File: config.mk
export PLATFORM = sky130hd
export DESIGN_NAME = hash_probe_engine
export DESIGN_NICKNAME = d
export VERILOG_FILES = /design/src/rtl/hash_probe_engine.sv
export SDC_FILE = /design/constraint.sdc
export NUM_CORES = 1
export LEC_CHECK = 0
export ABC_AREA = 0
export BUFFER_PORTS_ARGS = -buffer_cell sky130_fd_sc_hd__buf_4
export CORE_MARGIN = 2
export CORE_UTILIZATION = 40
export DETAILED_ROUTE_END_ITERATION = 10
export PLACE_DENSITY = 0.69
export SLEW_MARGIN = 20
export SYNTH_ARGS = -nofsm -noshare
export SYNTH_HDL_FRONTEND = slang
export SYNTH_SLANG_ARGS = --single-unit
File: constraint.sdc
create_clock -name clk -period 4.7 [get_ports clk]
set_input_delay 0.94 -clock clk [delete_from_list [all_inputs] [get_ports clk]]
set_output_delay 0.94 -clock clk [all_outputs]
set_load 0.02 [all_outputs]
File: src/rtl/hash_probe_engine.sv
// Linear-probing hash lookup engine: hashes a 64-bit key, walks buckets from the home slot
// and returns hit/payload. Optional hit/miss counters are enabled by defining PROBE_STATS_EN.
module hash_probe_engine #(
  parameter int unsigned ADDR_W    = 16,
  parameter int unsigned MAX_PROBE = 8
) (
  input  logic              clk,
  input  logic              rst_n,
  input  logic              valid_in,
  output logic              ready_in,
  input  logic [63:0]       data_in,
  output logic              rd_req,
  output logic [ADDR_W-1:0] rd_addr,
  input  logic              rd_gnt,
  input  logic              rd_valid,
  input  logic [128:0]      rd_data,
  output logic              valid_out,
  input  logic              ready_out,
  output logic              hit_out,
  output logic [63:0]       key_out,
  output logic [63:0]       payload_out
`ifdef PROBE_STATS_EN
  ,
  output logic [31:0]       hit_count,
  output logic [31:0]       miss_count
`endif
);

  localparam logic [31:0] MUL_HI = 32'h1E698F65;
  localparam logic [31:0] MUL_LO = 32'h24820C8D;

  typedef enum logic [2:0] {IDLE, HASH, REQ, WAIT, OUT} state_t;

  state_t              state, state_nxt;
  logic [63:0]         key_q;
  logic [ADDR_W-1:0]   addr_q;
  logic [7:0]          probe_cnt;
  logic [8:0]          probe_inc;
  logic                last_probe;
  logic                hit_q;
  logic [63:0]         payload_q;
  logic [ADDR_W-1:0]   home;
  logic                occupied;
  logic                key_match;

  // Low ADDR_W bits of the 48-bit products/sum depend only on the low ADDR_W bits of
  // each operand, so the home bucket is computed directly at ADDR_W width.
  always_comb begin
    home = key_q[32 +: ADDR_W] * MUL_HI[ADDR_W-1:0]
         + key_q[0 +: ADDR_W]  * MUL_LO[ADDR_W-1:0];
  end

  always_comb begin
    occupied   = rd_data[128];
    key_match  = (rd_data[127:64] == key_q);
    probe_inc  = {1'b0, probe_cnt} + 9'd1;
    last_probe = (probe_inc == 9'(MAX_PROBE));
  end

  always_ff @(posedge clk or negedge rst_n) begin
    if (!rst_n) state <= IDLE;
    else        state <= state_nxt;
  end

  always_comb begin
    state_nxt = state;
    case (state)
      IDLE: if (valid_in) state_nxt = HASH;
      HASH: state_nxt = REQ;
      REQ:  if (rd_gnt) state_nxt = WAIT;
      WAIT: begin
        if (rd_valid) begin
          if (!occupied || key_match || last_probe) state_nxt = OUT;
          else                                      state_nxt = REQ;
        end
      end
      OUT:  if (ready_out) state_nxt = IDLE;
      default: state_nxt = IDLE;
    endcase
  end

  always_ff @(posedge clk or negedge rst_n) begin
    if (!rst_n) begin
      key_q     <= '0;
      addr_q    <= '0;
      probe_cnt <= '0;
      hit_q     <= 1'b0;
      payload_q <= '0;
    end else begin
      case (state)
        IDLE: if (valid_in) key_q <= data_in;
        HASH: begin
          addr_q    <= home;
          probe_cnt <= '0;
          hit_q     <= 1'b0;
          payload_q <= '0;
        end
        WAIT: begin
          if (rd_valid && occupied) begin
            if (key_match) begin
              hit_q     <= 1'b1;
              payload_q <= rd_data[63:0];
            end else begin
              probe_cnt <= probe_inc[7:0];
              if (!last_probe) addr_q <= addr_q + 1'b1;
            end
          end
        end
        default: ;
      endcase
    end
  end

  assign ready_in    = (state == IDLE);
  assign rd_req      = (state == REQ);
  assign rd_addr     = addr_q;
  assign valid_out   = (state == OUT);
  assign hit_out     = hit_q;
  assign key_out     = key_q;
  assign payload_out = payload_q;

`ifdef PROBE_STATS_EN
  logic result_taken;
  assign result_taken = (state == OUT) && ready_out;

  always_ff @(posedge clk or negedge rst_n) begin
    if (!rst_n) begin
      hit_count  <= '0;
      miss_count <= '0;
    end else if (result_taken) begin
      if (hit_q) begin
        if (hit_count != '1) hit_count <= hit_count + 32'd1;
      end else begin
        if (miss_count != '1) miss_count <= miss_count + 32'd1;
      end
    end
  end
`endif

endmodule

==> impl_results.md <==
- Outcome: finished, violations left
- Violated checks: negative setup slack
- Reg clk slew, reported paths: 0.07 ns
- R2R setup slack: -0.36 ns
- Vias: 9069
- Slew of the pin with the lowest slew margin: 0.968 ns
- RR Endpoint: rd_addr[15]
- Vias per cell: 5.03
- CTS Buf Count: 17
- Post-synthesis sequential area ratio: 35.2%
- # nets final: 1811
- Max-slew violations: 0
- Max Cap Viol: 0
- Mapped Area: 11100 um^2
- Post-Place Setup Slack: -0.488 ns
- Hold WC Path Type: flip-flop to flip-flop
- WL/cell: 20.4 um
- Post-synth top flop: dfrtp_1
- Die width: 171 um
- TritonCTS Sinks: 156
- Tcrit/Tclk final: 108%
- Number of library cell types mapped by synthesis: 49
- RSZ-0062 raised after global routing: true
- Most frequent CP cell: xnor2_1
- Post-synth top area share: 35.2%
- Initial antenna violation count: 1
- CTS tree: yes
- Skew final: 0.0143 ns
- Layout area overhead: 44.2%
- Post-synthesis register bit count: 156
- Rel. slew slack: 35.5%
- Cell Area, Placed: 15000 um^2
- Overflow after GRT: 0
- Reg2reg start: key_out[38]
- Drt pass-1 iters: 5
- Total of warnings raised by yosys: 0
- Final Setup Violations: 6
- CP Data Required Time: 5.03 ns
- Layout cells sized above 1: 45.3%
- R2R depth: 17
- Final hold viol count: 0
- Crit Path Max Fanout: 3
- HPWL after DPL: 29.2 mm
- Synth area leader: dfrtp_1
- Final worst setup slack: -0.362 ns
- Minimum clock period: 5.06 ns
- Number of H-tree levels: 4
- Tot GR Track Use: 25.3%
- Clock buffer depth: 2
- Core area: 27100 um^2
- Starting Density: 41.0%
- Later-pin clock latency in the skew report: 0.44 ns
- Critical path cell sequence: ha_4 > fa_1 > fa_1 > inv_1 > fa_1 > fa_1 > fa_1 > fa_2 > xnor2_2 > xnor2_1 > xnor2_1 > xnor2_1 > xnor2_1 > xnor2_1 > buf_4 > xnor2_1 > a221oi_1
- Iter 0 DRT Violations: 499
- I/O Buffers: 346
- Slowest Stage Delay on Critical Path: 0.50 ns
- Post-synth EDFFs: 0
- Hold EP: probe_cnt[7]
- Residual DRC: 0
- Synthesized instance count: 991
- Global-route wire length before repair: 55.0 mm
- Largest net degree at the start of global routing: 81
- Max Freq: 198 MHz
- Slowest-stage cell, CP: fa_1
- Crit start category: flip-flop
- Syn Area/Cell: 11.2 um^2
- Hold Startpoint: probe_cnt[7]
- Clk Tree Root Cell: clkbuf_16
- Die Span Y: 171 um
- Hold path depth: 1
- Final ANT Viol Nets: 0
- CP Class: flip-flop to flip-flop
- Final Cell Area: 16000 um^2
- CTS Hold Bufs: 0
- Vias in the first global route: 9443
- Worst setup EP type: flip-flop
- Synth async-reset ratio: 100%
- Synth top area cells: dfrtp_1 35%, fa_1 14%, ha_1 13%, mux2_2 5.7%, xor2_1 5.3%
- Post-synthesis net count: 1386
- Die footprint: 29100 um^2
- Final wirelength: 36.8 mm
- Num ports: 347
- Most common cell in the netlist: dfrtp_1
- Most instantiated cells after synthesis: 156 x dfrtp_1, 139 x inv_1, 118 x ha_1
- FP Rows: 60
- GPL Wtd Cong: 0.898
- Crit path DAT: 5.39 ns
==> how the worst max path moves through the flow <==
stage | start | endpoint | cells past startpoint
floorplan | key_out[37] | rd_addr[15] | 18
global placement | key_out[38] | rd_addr[15] | 17
detailed placement | key_out[38] | rd_addr[15] | 17
CTS | key_out[38] | rd_addr[15] | 17
global route | key_out[38] | rd_addr[15] | 17
finish | key_out[38] | rd_addr[15] | 17
==> kinds of logic after synthesis <==
family	count (synthesis)	share of synthesized area [%]
mux	59	5.95
simple gates	135	6.12
xor+xnor	105	8.29
buf+inv	172	6.51
fa+ha+maj	196	27.4
flops	156	35.2
compound gates	168	10.6
==> metal layers <==
metal  routed length (um)  vias up  global-route usage [%]
li1                     -     4231                       -
met1                14700     4504                    31.9
met2                18700      280                    43.3
met3                 2130       54                    5.46
met4                 1200        0                    8.55
met5                    0        -                       0
==> area by class of cell <==
type,count,area (um^2)
antenna,1,2.50
inverter,139,522
tap,372,465
timing repair buffer,439,3380
clock buffer,17,425
multi-input combinational,663,7050
clock inverter,15,220
fill,2279,11100
sequential,156,3930
==> sequential cells by signal (all words and copies together) (netlist names) <==
register,flops
key_out,64
rd_addr,16
hit_out,1
payload_out,64
probe_cnt,8
state,3
==> through the flow <==
step	utilization, %	setup TNS [ns]	instances	hold slack, ns
finish	59.0	-1.51	1802	0.484
global route	59.0	-2.80	1802	0.512
CTS	58.3	-1.54	1797	0.488
detailed placement	55.3	-1.76	1755	0.475
global placement	55.3	-1.37	1755	0.463
floorplan	-	-0.332	991	0.438
==> cell usage in the layout (no fill, tap or decap), types with 8 or more instances in the layout <==
cell type	count
xor2_1	67
clkbuf_16	17
fa_1	71
nor2_1	21
a21oi_1	23
o21ai_0	32
mux2_2	56
dfrtp_1	136
buf_4	427
nor4_1	16
inv_2	17
xnor2_1	34
ha_1	80
nand2_1	35
ha_4	31
a22o_1	65
nand3_1	15
nand4_1	8
inv_1	122
dfrtp_2	20
==> worst max-delay path, delay by kind of cell, from the launching register on <==
kind,cells,cell delay (ns)
fa+ha+maj,7,3.04
xor+xnor,7,1.00
flops,1,0.45
compound gates,1,0.25
buf+inv,2,0.20
==> timing repair <==
| action | in CTS | in global routing |
|---|---|---|
| pin swaps | 26 | 34 |
| endpoints found under the setup margin | 9 | 9 |
| gates resized for setup | 26 | 33 |
| buffers inserted | 10 | 6 |
Power is left out: the tool's default activity adds up to more than one toggle a clock period on the data nets, which glitch-free logic cannot reach.
